$ cat config.mk
export PLATFORM = sky130hd
export DESIGN_NAME = gamma_seq
export DESIGN_NICKNAME = d
export VERILOG_FILES = /design/src/rtl/gamma_seq.sv
export SDC_FILE = /design/constraint.sdc
export NUM_CORES = 1
export LEC_CHECK = 0
export CAP_MARGIN = 15
export CELL_PAD_IN_SITES_DETAIL_PLACEMENT = 2
export CELL_PAD_IN_SITES_GLOBAL_PLACEMENT = 2
export CORE_MARGIN = 2
export CORE_UTILIZATION = 29
export DETAILED_ROUTE_END_ITERATION = 10
export GPL_ROUTABILITY_DRIVEN = 0
export PLACE_DENSITY = 0.73
export REMOVE_ABC_BUFFERS = 1
export SETUP_SLACK_MARGIN = 0.4
export SYNTH_ARGS = -nofsm -noshare
export SYNTH_HDL_FRONTEND = slang
export SYNTH_SLANG_ARGS = --single-unit
$ cat constraint.sdc
create_clock -name aclk -period 2.2 [get_ports aclk]
set_input_delay 0.44 -clock aclk [delete_from_list [all_inputs] [get_ports aclk]]
set_output_delay 0.44 -clock aclk [all_outputs]
set_load 0.01 [all_outputs]
$ cat src/rtl/gamma_seq.sv
// -----------------------------------------------------------------------------
// gamma_seq -- gamma-cycle sequencer for temporal (race-logic) datapath units.
//
// Takes a vector of binary arrival times from the host, then frames one gamma
// cycle on the temporal column:
//   * a one-cycle clear pulse (col_rst),
//   * GAMMA_CYCLE_WIDTH-1 run cycles in which every non-NULL lane produces a
//     PULSE_WIDTH-wide spike starting at its arrival time.
// During the run cycles the datapath output line y_in is sampled. Its first
// rise time is converted back to binary, after subtracting DUT_LAT.
//
// Ports
//   aclk       in   clock
//   grst       in   synchronous active-high reset
//   in_valid   in   arrival times valid
//   in_ready   out  sequencer can accept a new time vector
//   in_times   in   N_IN lanes of VAL_W bits, lane i = [i*VAL_W +: VAL_W]
//   col_rst    out  one-cycle clear pulse to the datapath
//   spike      out  N_IN pulse-width-encoded lines to the datapath
//   y_in       in   datapath output line
//   out_valid  out  decoded result valid
//   out_ready  in   consumer accepts result
//   out_time   out  decoded first-rise time of y_in, all-ones (NULL) if none
//
// Build option
//   GAMMA_FREERUN_EN : when defined, the sequencer free-runs once it has been
//   loaded. DONE lasts one cycle, out_ready is ignored, and the FSM goes
//   straight back to CLR. New times may be handed over during DONE. Without a
//   handshake, the last latched times replay.
// -----------------------------------------------------------------------------
module gamma_seq #(
    parameter int N_IN              = 2,
    parameter int VAL_W             = 3,
    parameter int GAMMA_CYCLE_WIDTH = 16,
    parameter int PULSE_WIDTH       = 8,
    parameter int DUT_LAT           = 0
) (
    input  logic                    aclk,
    input  logic                    grst,
    input  logic                    in_valid,
    output logic                    in_ready,
    input  logic [N_IN*VAL_W-1:0]   in_times,
    output logic                    col_rst,
    output logic [N_IN-1:0]         spike,
    input  logic                    y_in,
    output logic                    out_valid,
    input  logic                    out_ready,
    output logic [VAL_W-1:0]        out_time
);

    localparam logic [VAL_W-1:0] NULL_T = '1;
    // The counter runs 0..GAMMA_CYCLE_WIDTH-2, which always fits in clog2 bits.
    localparam int               CNT_W  = (GAMMA_CYCLE_WIDTH > 2) ? $clog2(GAMMA_CYCLE_WIDTH) : 1;
    localparam logic [CNT_W-1:0] K_LAST = CNT_W'(GAMMA_CYCLE_WIDTH - 2);

    // The latest spike (time 2^VAL_W-2) must finish inside the run phase.
    if (((2 ** VAL_W) - 2) + PULSE_WIDTH > GAMMA_CYCLE_WIDTH - 1) begin : g_bad_cfg
        $error("gamma_seq: latest spike does not fit inside the run phase");
    end

    typedef enum logic [1:0] {
        S_IDLE,
        S_CLR,
        S_RUN,
        S_DONE
    } state_t;

    // Pulse-width encoding of one lane at run step k.
    function automatic logic lane_on(input logic [CNT_W-1:0] k, input logic [VAL_W-1:0] t);
        int ki;
        int ti;
        ki = int'(k);
        ti = int'(t);
        return (t != NULL_T) && (ki >= ti) && (ki < ti + PULSE_WIDTH);
    endfunction

    // First-rise step -> binary time. Subtract the latency and clamp at zero.
    // Values that would collide with NULL saturate to NULL.
    function automatic logic [VAL_W-1:0] decode_time(input logic seen, input logic [CNT_W-1:0] k);
        logic signed [31:0] m;
        if (!seen) begin
            return NULL_T;
        end
        m = int'(k) - DUT_LAT;
        if (m < 0) begin
            m = 0;
        end
        if (m >= int'(NULL_T)) begin
            return NULL_T;
        end
        return m[VAL_W-1:0];
    endfunction

    state_t                  state_q, state_d;
    logic [CNT_W-1:0]        cnt_q, cnt_d;
    logic [N_IN*VAL_W-1:0]   times_q, times_d;
    logic [N_IN-1:0]         spike_q, spike_d;
    logic                    seen_q, seen_d;
    logic [CNT_W-1:0]        rise_q, rise_d;
    logic [VAL_W-1:0]        out_time_q, out_time_d;

`ifdef GAMMA_FREERUN_EN
    // In free-run mode the consumer cannot stall the sequencer.
    logic unused_out_ready;
    assign unused_out_ready = out_ready;
`endif

    // Control state. A reset drops any spike that is in flight on the same edge.
    always_ff @(posedge aclk) begin
        if (grst) begin
            state_q    <= S_IDLE;
            cnt_q      <= '0;
            spike_q    <= '0;
            seen_q     <= 1'b0;
            rise_q     <= '0;
            out_time_q <= NULL_T;
        end else begin
            state_q    <= state_d;
            cnt_q      <= cnt_d;
            spike_q    <= spike_d;
            seen_q     <= seen_d;
            rise_q     <= rise_d;
            out_time_q <= out_time_d;
        end
    end

    // Latched arrival times. This register is pure data, so it has no reset.
    always_ff @(posedge aclk) begin
        times_q <= times_d;
    end

    always_comb begin
        state_d    = state_q;
        cnt_d      = cnt_q;
        times_d    = times_q;
        seen_d     = seen_q;
        rise_d     = rise_q;
        out_time_d = out_time_q;
        spike_d    = '0;
        in_ready   = 1'b0;
        col_rst    = 1'b0;
        out_valid  = 1'b0;

        unique case (state_q)
            S_IDLE: begin
                in_ready = 1'b1;
                cnt_d    = '0;
                if (in_valid) begin
                    times_d = in_times;
                    state_d = S_CLR;
                end
            end

            S_CLR: begin
                col_rst = 1'b1;
                cnt_d   = '0;
                seen_d  = 1'b0;
                rise_d  = '0;
                state_d = S_RUN;
            end

            S_RUN: begin
                // Only the first rise counts. Later activity on y_in is ignored.
                if (y_in && !seen_q) begin
                    seen_d = 1'b1;
                    rise_d = cnt_q;
                end
                if (cnt_q == K_LAST) begin
                    cnt_d      = '0;
                    out_time_d = decode_time(seen_d, rise_d);
                    state_d    = S_DONE;
                end else begin
                    cnt_d = cnt_q + CNT_W'(1);
                end
            end

            S_DONE: begin
                out_valid = 1'b1;
`ifdef GAMMA_FREERUN_EN
                in_ready = 1'b1;
                if (in_valid) begin
                    times_d = in_times;
                end
                state_d = S_CLR;
`else
                if (out_ready) begin
                    state_d = S_IDLE;
                end
`endif
            end

            default: begin
                state_d = S_IDLE;
            end
        endcase

        // spike is registered from the next-state view. That keeps it aligned
        // with the counter value that the RUN cycle holds.
        if (state_d == S_RUN) begin
            for (int i = 0; i < N_IN; i++) begin
                spike_d[i] = lane_on(cnt_d, times_d[i*VAL_W +: VAL_W]);
            end
        end
    end

    assign spike    = spike_q;
    assign out_time = out_time_q;

endmodule
Word level (Yosys, flattened, before mapping)
Cells that the tools add are included.
{"block": "totals", "register_bits": 22, "out_inout_bits": 8, "input_bits": 11, "elab_cells": 67}
{"block": "op_classes", "magnitude_cmp": 6, "addsub": 3, "bitwise": 1, "n_eq_ne": 7, "reduce_logical": 11, "n_mux": 32}
{"cell": "two-way mux 32 bit", "n": 3}
{"cell": ">= comparator 32 x 4 -> 1 bit, second input constant", "n": 1}
{"cell": "two-way mux 4 bit", "n": 4}
{"cell": "case mux 4 bit (2 select lines)", "n": 2}
{"cell": "two-way mux 1 bit", "n": 12}
{"cell": "two-way mux 3 bit", "n": 4}
{"cell": "two-way mux 6 bit", "n": 2}
{"cell": "adder 3 x 4 -> 5 bit, second input constant", "n": 2}
{"cell": "less-than comparator 4 x 5 -> 1 bit", "n": 2}
{"cell": ">= comparator 4 x 3 -> 1 bit", "n": 2}
{"cell": "case mux 2 bit (4 select lines)", "n": 1}
{"cell": "== test 2 bit, second input constant", "n": 3}
{"cell": "two-way mux 2 bit", "n": 3}
{"cell": "!= test 3 bit, second input constant", "n": 2}
{"cell": "logical AND 1 bit", "n": 5}
{"cell": "adder 4 x 1 -> 4 bit, second input constant", "n": 1}
{"cell": "== test 4 bit, second input constant", "n": 1}
{"cell": "less-than comparator 4 x 1 -> 1 bit, second input constant", "n": 1}
{"cell": "OR reduction 2 bit", "n": 2}
{"cell": "== test 2 x 1 -> 1 bit, second input constant", "n": 1}
{"cell": "logical NOT 2 bit", "n": 1}
{"cell": "case mux 1 bit (2 select lines)", "n": 1}
{"cell": "AND reduction 2 bit", "n": 1}
{"cell": "nonzero test 2 bit", "n": 1}
{"cell": "2 further kinds", "n": 2}

Logic depth before layout (Yosys ltp)
Gate-level depths: netlist (run 1).
{"block": "depth", "ltp_word": 17, "depth_mapped": 10, "mapped_depth_nobuf": 10}

Worst setup path before layout (run 1)
No wires, ideal clock.
{"block": "synth_path", "kind": "register -> register", "startpoint": "register state_q[0]", "endpoint": "register spike_q[1], in the netlist spike[1]", "arrival_time_ns": 2.266, "path_slack_ns": -0.169, "path_stages_with_launch": 10, "required_time_ns": 2.097, "setup_time_ns": 0.103, "period_less_slack_ns": 2.369, "path_cell_list": "dfxtp_1 inv_1 ha_1 nand2_1 mux2i_1 ha_1 nor2b_1 o21a_1 a2bb2oi_1 a2111oi_2"}
{"block": "synth_between", "elab_chain_len": 6, "word_cells_on_any_way": 20}
{"item": "start, declared", "line_no": "94", "text": "state_t state_q, state_d;"}
{"item": "start signal, assigned", "line_no": "118", "text": "state_q <= state_d;"}
{"item": "branches (longest 6 deep; another with adder 3 x 4 -> 5 bit)"}
{"item": "end signal, assigned", "line_no": "120", "text": "spike_q <= spike_d;"}
{"item": "end, declared", "line_no": "97", "text": "logic [N_IN-1:0] spike_q, spike_d;"}
Parallel ways; which one is timed is not known.
A chain may end at the register's enable or synchronous reset.

Worst setup path after layout (run 1)
{"block": "layout_path", "startpoint": "register state_q[0]", "endpoint": "register spike_q[1], in the netlist spike[1]"}
{"block": "layout_between", "elab_chain_len": 6, "word_cells_on_any_way": 20}
{"item": "== test 2 x 1 -> 1 bit or logical NOT 2 bit (tied branches)", "line_no": "144", "text": "unique case (state_q)"}
{"item": "OR reduction 2 bit (no line)"}
{"item": "case mux 4 bit (2 select lines) *", "line_no": "144"}
{"item": "via cnt_d[1]", "line_no": "95", "text": "logic [CNT_W-1:0] cnt_q, cnt_d;"}
{"item": ">= comparator 4 x 3 -> 1 bit", "line_no": "74", "text": "return (t != NULL_T) && (ki >= ti) && (ki < ti + PULSE_WIDTH);"}
{"item": "logical AND 1 bit", "line_no": "74"}
{"item": "logical AND 1 bit *", "line_no": "74"}
The timed path passes the listed nets; every way through them passes the cells marked *.

==> metrics.yaml, run 1 <==
status: "finished clean"
rr_endpoint: "spike[1]$_SDFF_PP0_"
clkSlewWorstSetupHoldPaths_ns: 0.10
syn_inst: 131
use_met1_pct: 22.3
place_hpwl_um: 3140
die_y_um: 68.6
end_kind: "flop"
layout_common_cells: "buf_4 (19), dfxtp_1 (18), nor2_1 (15)"
total_power_w: 0.00189
met3_usage_pct: 2.76
grt_use_total_pct: 21.6
drt-pass1-iter-count: 3
synthAdderAreaFrac_pct: 14.5
p_int_w: 0.00120
ys_ff_latch: 22
start_util_pct: 30.2
fin_ws_ns: 0.0421
grt_pass1_vias: 1348
ys_types: 33
drt_iter0_drc: 30
ys_seq_area_share_pct: 36.4
vias: 1194
yosys.area_share.simple_pct: 20.5
layout_commonest_cell: "buf_4"
layout_min_cycle_time_ns: 2.16
wirelength_um: 4690
drv_slew: 0
antenna_found_initial: 0
pwr-share-seq_pct: 28.8
cts_root_buf: "clkbuf_8"
drv_cap: 0
critical_path.endpoint: "spike[1]$_SDFF_PP0_"
synth_area_um2: 1210
hold_viol: 0
clk_latency_ns: 0.27
rrSetupSlack_ns: 0.04
drc_errors: 0
layout_worst_path_cycle_share_pct: 98.1
tightest_slew_ns: 0.418
combPwrFrac_pct: 50.4
switching_share_pct: 36.6
setup.worst_path.class: "flop to flop"
globalRouteOverflowTotal: 0
clk_path_buf_depth: 2
die-area_um2: 4700
hold_depth: 2
viasPerCell: 5.28
row_count: 23
drtAntennaViolNets: 0
crit_fanout: 4
ir_drop_v: 0.000513
numCtsBuffers: 3
dp_slack_ns: -0.469
crit_start: "state_q[0]$_SDFF_PP0_"
layout-drive-gt1-share_pct: 39.2
grt_max_degree: 14
grt_pass1_wl_um: 7200
yosys_warnings: 0
setup_violations: 0
cts_sinks: 22
slew_headroom_pct: 72.1
cts_hold_buffers: 0
grt_most_used_layer: "met2"
clockPowerShare_pct: 20.8
dieWidth_um: 68.6
synthMuxAreaShare_pct: 6.10
nets: 202
critPathLaunchType: "flop"
timing.fmax_mhz: 463
area_delta_synth_final_pct: 57.8
io-pin-count: 19
htreeDepth: 1
port_buffers: 18
tritoncts: "done"
synth_top_family_by_area: "simple AND/OR/NAND/NOR gates"
grt_setup_unrepaired: "true"
synth-xor-area-share_pct: 0
synth_compound_area_share_pct: 19.1
wire_per_inst_um: 20.8
fin_skew_ns: 0.0118
avgSynthCellArea_um2: 9.24
power_switching_w: 0.000693
use_met2_pct: 45.0
worstRegToRegCells: 11
core_um2: 4000
p_leak_nw: 0.724
worstHoldPathType: "flop to flop"
diodes: 0
power.density_nw_per_um2: 991
cp.required_ns: 2.35
worstPathArrival_ns: 2.31
rr_startpoint: "state_q[0]$_SDFF_PP0_"
==> state kept, by name, indices dropped and copies added, names as in the netlist <==
signal / cells
seen_q: 1
times_q: 6
state_q: 2
cnt_q: 4
out_time: 3
rise_q: 4
spike: 2
==> logic make-up (layout without fill, tap and decap cells) <==
| logic type | Yosys count | after routing |
|---|---|---|
| buffers and inverters | 11 | 56 |
| adders and majority gates | 14 | 14 |
| AOI/OAI and AO/OA | 29 | 29 |
| DFF | 22 | 22 |
| muxes | 7 | 7 |
| and+or+nand+nor | 48 | 48 |
==> cells in the mapped netlist, drive strengths merged <==
cell / number / area (um^2)
a311oi: 2 / 17.5
o21a: 3 / 22.5
and2: 3 / 21.3
dfxtp: 22 / 440
or3b: 2 / 17.5
o221ai: 1 / 8.76
a211oi: 1 / 7.51
a2bb2oi: 2 / 17.5
nand3: 4 / 20.0
and4: 1 / 8.76
nor4b: 1 / 8.76
nand2b: 1 / 6.26
nor3: 2 / 10.0
ha: 14 / 175
a221oi: 2 / 17.5
clkbuf: 1 / 3.75
nor2b: 6 / 37.5
nand4: 4 / 25.0
a21oi: 6 / 30.0
nand2: 8 / 30.0
a31oi: 1 / 6.26
a2111oi: 2 / 30.0
o2bb2a: 1 / 20.0
o32ai: 1 / 8.76
nor2: 15 / 56.3
mux2: 3 / 33.8
a22oi: 4 / 30.0
mux2i: 4 / 40.0
and3: 1 / 6.26
inv: 10 / 37.5
o21ai: 3 / 15.0
==> per-stage QoR <==
step / hold slack [ns] / area, um^2 / std cells / utilization, % / TNS [ns]
2_1_floorplan: 0.454 / 1210 / 130 / - / -0.288
5_1_grt: 0.525 / 1910 / 226 / 47.7 / -0.116
4_1_cts: 0.484 / 1840 / 224 / 46.1 / -0.00103
6_report: 0.483 / 1910 / 226 / 47.7 / 0
3_3_place_gp: 0.452 / 1600 / 218 / 40.0 / -0.539
3_5_place_dp: 0.460 / 1600 / 218 / 40.0 / -0.896
==> what timing repair did <==
| item | CTS | global route |
|---|---|---|
| resized for setup | 43 | 13 |
| buffers inserted | 2 | 2 |
| pin swaps | 9 | 9 |
| cloned | 0 | 0 |
| endpoints found under the setup margin | 5 | 6 |
==> metal layers <==
| metal | share of wire (%) | wire length, um | up-vias |
|---|---|---|---|
| met2 | 59 | 2760 | 15 |
| li1 | - | - | 569 |
| met4 | 0.81 | 38 | 0 |
| met1 | 38 | 1800 | 606 |
| met5 | 0 | 0 | - |
| met3 | 2.0 | 94 | 4 |
==> power groups by stage <==
stage	logic, W	clock network [W]	registers, W
after floorplan	0.000378	0	0.000517
after global placement	0.000619	0	0.000526
after detailed placement	0.000668	0	0.000531
after CTS	0.000835	0.000397	0.000540
after global routing	0.00103	0.000416	0.000556
final	0.000953	0.000394	0.000545
==> worst max-delay path, stage by stage, from the launching register on <==
cell       delay [ns]
dfxtp_4          0.37
inv_4            0.08
ha_4             0.13
nor2b_4          0.17
nand2_2          0.09
o21ai_2          0.16
buf_6            0.15
ha_4             0.20
nor2b_4          0.12
o21a_1           0.20
a2bb2oi_2        0.14
a2111oi_2        0.23
==> worst min-delay path by stage <==
stage                                  start                        to  slack [ns]
global route        out_time[0]$_SDFFE_PP1P_  out_time[0]$_SDFFE_PP1P_        0.52
finish              out_time[0]$_SDFFE_PP1P_  out_time[0]$_SDFFE_PP1P_        0.48
global placement    out_time[0]$_SDFFE_PP1P_  out_time[0]$_SDFFE_PP1P_        0.45
floorplan                 times_q[2]$_DFF_P_        times_q[2]$_DFF_P_        0.45
CTS                 out_time[0]$_SDFFE_PP1P_  out_time[0]$_SDFFE_PP1P_        0.48
detailed placement  out_time[0]$_SDFFE_PP1P_  out_time[0]$_SDFFE_PP1P_        0.46
==> final cells by class <==
class	instances	area [um^2]
Timing Repair Buffer	42	372
Clock buffer	3	41.3
Fill cell	425	2090
Clock inverter	1	30.0
Tap cell	50	62.6
Multi-Input combinational cell	98	913
Sequential cell	22	450
Inverter	10	40.0
(Power assumes the default switching activity.)
==> inputs of run 2 (changes only) <==
GPL_TIMING_DRIVEN = 0   (was default)
==> run 2 against run 1 <==
Effect of this change:
- maximum frequency rose by 1.1%
- worst hold slack got worse by 0.0013 ns
- total power down 1.2%
- worst setup slack better by 0.023 ns
- sequential share of layout area increased by 0.34 points
- flip-flop and latch count unchanged
- die area is the same
- utilization is 0.16 points lower
- critical path type unchanged
- highest routed layer unchanged
- non-clock buffer count shrank 7
- register-to-register slack better by 0.02 ns
==> metrics.yaml, run 2 (synthesis gave the netlist of run 1 again) <==
total_power_w: 0.00187  # -1.2%
p_leak_nw: 0.695  # -3.9%
crit_start: "state_q[0]$_SDFF_PP0_"
diodes: 0  # unchanged
row_count: 23  # unchanged
wire_per_inst_um: 19.7  # -4.9%
largest_register_ffs: 6  # unchanged
critPathLaunchType: "flop"
layout_min_cycle_time_ns: 2.13  # -0.0234 ns
power.density_nw_per_um2: 982  # -0.86%
io-pin-count: 19  # unchanged
end_kind: "flop"
viasPerCell: 5.21  # -1.3%
critical_path.endpoint: "spike[1]$_SDFF_PP0_"
layout_commonest_cell: "dfxtp_1"
drc_errors: 0  # unchanged
vias: 1142  # -4.4%
cts_root_buf: "clkbuf_8"
crit_fanout: 7  # +3
drv_cap: 0  # unchanged
grt_max_degree: 13  # -1
fin_util_pct: 47.6  # -0.16 points
hold_start: "out_time[0]$_SDFFE_PP1P_"
tightest_slew_ns: 0.454  # +0.0367 ns
place_hpwl_um: 2630  # -16%
drv_slew: 0  # unchanged
die-area_um2: 4700  # unchanged
die_y_um: 68.6  # unchanged
worstRegToRegCells: 10  # -1
antenna_found_initial: 0  # unchanged
nets: 195  # -3.5%
drt-pass1-iter-count: 4  # +1
grt_pass1_wl_um: 6680  # -7.2%
worstHoldPathType: "flop to flop"
ir_drop_v: 0.000509  # -0.72%
htreeDepth: 1  # unchanged
clkSlewWorstSetupHoldPaths_ns: 0.10  # about the same
port_buffers: 18  # unchanged
grt_use_total_pct: 20.4  # -1.3 points
grt_pass1_vias: 1326  # -1.6%
rr_startpoint: "state_q[0]$_SDFF_PP0_"
start_util_pct: 30.2  # unchanged
layout_worst_path_cycle_share_pct: 97.0  # -1.1 points
worstPathArrival_ns: 2.32  # about the same
post_dp_cell_area_um2: 1450  # -9.4%
rrSetupSlack_ns: 0.07  # +0.02 ns
largestRegisters: "times_q: 6 flops, cnt_q: 4 flops, rise_q: 4 flops"
fin_setup_tns_ns: 0  # unchanged
dieWidth_um: 68.6  # unchanged
cts_hold_buffers: 0  # unchanged
globalRouteOverflowTotal: 0  # unchanged
timing.fmax_mhz: 468  # +1.1%
core_um2: 4000  # unchanged
numCtsBuffers: 3  # unchanged
largest_register: "times_q"
clk_path_buf_depth: 2  # unchanged
tritoncts: "done"
rr_endpoint: "spike[1]$_SDFF_PP0_"
drtAntennaViolNets: 0  # unchanged
grt_setup_unrepaired: "true"
cp.required_ns: 2.38  # +0.03 ns
cts_sinks: 22  # unchanged
area_delta_synth_final_pct: 57.3
setup.worst_path.class: "flop to flop"
layout-drive-gt1-share_pct: 34.9  # -4.3 points
hold_viol: 0  # unchanged
status: "finished clean"
design_area_um2: 1900  # -0.33%
drt_iter0_drc: 34  # +13%
slew_headroom_pct: 69.6  # -2.5 points
wirelength_um: 4320  # -7.9%
fin_skew_ns: 0.00720  # -0.00462 ns
clk_latency_ns: 0.28  # about the same
setup_violations: 0  # unchanged
layout_common_cells: "dfxtp_1 (18), buf_4 (16), nor2_1 (15)"
==> run 2: cell count changes in the layout (fill, tap and decap cells not counted), moves of 3 or more <==
| cell | change |
|---|---|
| ha_2 | -4 |
| mux2i_4 | +4 |
| buf_4 | -3 |
| buf_6 | -4 |
| ha_1 | +4 |
==> run 2: worst min path at each step <==
| stage | endpoint | slack (ns) | cells past startpoint |
|---|---|---|---|
| 2_1_floorplan | times_q[2]$_DFF_P_ | 0.45 | 2 |
| 4_1_cts | out_time[0]$_SDFFE_PP1P_ | 0.48 | 2 |
| 3_3_place_gp | out_time[0]$_SDFFE_PP1P_ | 0.45 | 2 |
| 6_report | out_time[0]$_SDFFE_PP1P_ | 0.48 | 2 |
| 3_5_place_dp | out_time[0]$_SDFFE_PP1P_ | 0.46 | 2 |
| 5_1_grt | out_time[0]$_SDFFE_PP1P_ | 0.53 | 2 |
==> run 2: timing repair <==
item                       4_1_cts  5_1_grt
gates resized for setup         48       19
pin swaps                       11       10
setup endpoints to repair        7        4
setup buffers                   16        1
==> run 2: final cells by class <==
type / instances / area (um^2)
repair buffers: 35 / 299
well taps: 50 / 62.6
inverters: 10 / 45.0
clock buffers: 4 / 55.1
flip-flops and latches: 22 / 455
fillers: 404 / 2100
multi-input cells: 98 / 986
==> run 2: report_power, final <==
| group | leakage (nW) | switching (W) | internal (W) |
|---|---|---|---|
| logic | 0.484 | 0.000482 | 0.000507 |
| clock network | 0.0288 | 0.000160 | 0.000161 |
| registers | 0.183 | 0.0000812 | 0.000478 |
| total | 0.695 | 0.000724 | 0.00115 |
==> run 2: through the flow <==
stage / cells / worst slack (ns) / hold slack, ns
finish: 219 / 0.0654 / 0.482
global route: 219 / -0.000352 / 0.527
CTS: 218 / 0.0681 / 0.483
detailed placement: 198 / -0.690 / 0.461
global placement: 198 / -0.635 / 0.454
floorplan: 130 / -0.169 / 0.454
==> run 2: worst max-delay path, stage by stage, from the launching register on <==
cell,delay [ns]
dfxtp_4,0.39
inv_6,0.08
ha_4,0.18
nand2_8,0.09
buf_6,0.13
mux2_4,0.31
ha_4,0.16
nor2b_1,0.13
o21a_1,0.19
a311oi_2,0.07
a2111oi_2,0.31
==> run 2: layer usage <==
metal,up-vias,GRT usage [%],wire [um]
met2,19,39.7,2420
met5,-,0,0
met1,558,20.3,1700
li1,556,-,-
met4,0,10.3,92
met3,9,3.57,110
==> inputs of run 3 (changes only) <==
TNS_END_PERCENT = 5   (was default)
==> run 3 against run 2 <==
Effect of this change:
- non-clock buffer count increased by 4
- utilization increased by 0.97 points
- worst hold slack improved by 0.0020 ns
- cell area increased by 2.0%
- sequential power about the same
- sequential share of layout area decreased by 0.61 points
- final cell count increased by 1.8%
- critical path depth unchanged
- flip-flop and latch count unchanged
- clock skew decreased by 0.0053 ns
- critical endpoint is now spike[0]$_SDFF_PP0_
==> metrics.yaml, run 3 (synthesis gave the netlist of run 1 again) <==
htreeDepth: 1  # unchanged
io-pin-count: 19  # unchanged
area_delta_synth_final_pct: 60.5
antenna_found_initial: 0  # unchanged
power.density_nw_per_um2: 978  # -0.41%
globalRouteOverflowTotal: 0  # unchanged
wirelength_um: 4660  # +7.7%
place_hpwl_um: 2630  # unchanged
tritoncts: "done"
layout_worst_path_cycle_share_pct: 99.6  # +2.6 points
total_power_w: 0.00190  # +1.6%
grt_max_degree: 13  # unchanged
layout_min_cycle_time_ns: 2.19  # +0.0576 ns
start_util_pct: 30.2  # unchanged
drv_slew: 0  # unchanged
cp.required_ns: 2.35  # -0.03 ns
cts_sinks: 22  # unchanged
port_buffers: 18  # unchanged
worstHoldPathType: "flop to flop"
status: "finished clean"
crit_fanout: 3  # -4
layout_commonest_cell: "buf_4"
row_count: 23  # unchanged
rr_startpoint: "state_q[0]$_SDFF_PP0_"
viasPerCell: 5.27  # +1.0%
layout_common_cells: "buf_4 (20), dfxtp_1 (18), nor2_1 (15)"
nets: 199  # +2.1%
cts_root_buf: "clkbuf_8"
clk_latency_ns: 0.27  # about the same
crit_start: "state_q[0]$_SDFF_PP0_"
end_kind: "flop"
tightest_slew_ns: 0.475  # +0.0204 ns
ir_drop_v: 0.000487  # -4.5%
drc_errors: 0  # unchanged
dieWidth_um: 68.6  # unchanged
vias: 1175  # +2.9%
setup_violations: 0  # unchanged
drt-pass1-iter-count: 4  # unchanged
setup.worst_path.class: "flop to flop"
diodes: 0  # unchanged
clkSlewWorstSetupHoldPaths_ns: 0.09  # about the same
die-area_um2: 4700  # unchanged
largestRegisters: "times_q: 6 flops, cnt_q: 4 flops, rise_q: 4 flops"
timing.fmax_mhz: 456  # -2.6%
core_um2: 4000  # unchanged
slew_headroom_pct: 68.2  # -1.4 points
die_y_um: 68.6  # unchanged
numCtsBuffers: 3  # unchanged
grt_pass1_vias: 1319  # -0.53%
hold_viol: 0  # unchanged
largest_register_ffs: 6  # unchanged
grt_setup_unrepaired: "true"
drtAntennaViolNets: 0  # unchanged
drt_iter0_drc: 38  # +12%
cts_hold_buffers: 0  # unchanged
fin_skew_ns: 0.00186  # -0.00534 ns
critPathLaunchType: "flop"
wire_per_inst_um: 20.9  # +5.8%
grt_use_total_pct: 20.6  # +0.26 points
hold_start: "out_time[0]$_SDFFE_PP1P_"
p_leak_nw: 0.741  # +6.5%
drv_cap: 0  # unchanged
layout-drive-gt1-share_pct: 37.6  # +2.7 points
worstPathArrival_ns: 2.34  # +0.02 ns
clk_path_buf_depth: 2  # unchanged
grt_pass1_wl_um: 6890  # +3.1%
largest_register: "times_q"
finalNonFillerCells: 223  # +1.8%
dp_cells: 198  # unchanged
worst_hold_slack_ns: 0.484  # +0.00198 ns
[run 3: cell types whose count changed in the layout (fill, tap and decap cells not counted), sizes merged]
cell	change
buf	+3
dlymetal6s2s	+2
dlygate4sd2	-1
[run 3: what timing repair did]
action                                  in CTS  in global routing
pin swaps                                   11                 12
buffers inserted                            16                  5
endpoints found under the setup margin       7                  5
resized for setup                           41                 21
[run 3: report_power, final]
part	switching, W	internal (W)
clock network	0.000147	0.000160
logic	0.000501	0.000532
registers	0.0000795	0.000480
[run 3: worst paths after layout]
path / endpoint / slack, ns / cells past startpoint
min: out_time[0]$_SDFFE_PP1P_ / 0.48 / 2
max reg2reg: spike[0]$_SDFF_PP0_ / 0.008 / 10
min reg2reg: out_time[0]$_SDFFE_PP1P_ / 0.48 / 2
max: spike[0]$_SDFF_PP0_ / 0.008 / 10
[run 3: worst max-delay path: stages, from the launching register on]
cell and delay [ns]:
dfxtp_4 0.38, inv_6 0.08, ha_4 0.13, nor2b_4 0.19, nand2_4 0.08, o21ai_4 0.22, ha_4 0.25, nor2b_1 0.13
o21a_1 0.22, a311oi_2 0.28, a2111oi_2 0.11
[run 3: routing by layer]
layer | GRT usage (%) | part of all wire [%]
met2 | 40.0 | 56
met4 | 7.00 | 1.2
met3 | 3.08 | 2.2
met1 | 22.3 | 41
met5 | 0 | 0
[run 3: area by class of cell]
type	count	area [um^2]
clock buffer	4	55.1
tap	50	62.6
fill	406	2060
inverter	10	45.0
sequential	22	453
timing repair buffer	39	340
multi-input combinational	98	986
[run 3: per-stage QoR]
step	instance area [um^2]	TNS (ns)	worst slack [ns]	utilization [%]
global placement	1450	-1.21	-0.635	36.2
global route	1940	-0.125	-0.0730	48.5
CTS	1790	0	0.0681	44.7
floorplan	1210	-0.288	-0.169	-
detailed placement	1450	-1.34	-0.690	36.2
finish	1940	0	0.00784	48.5
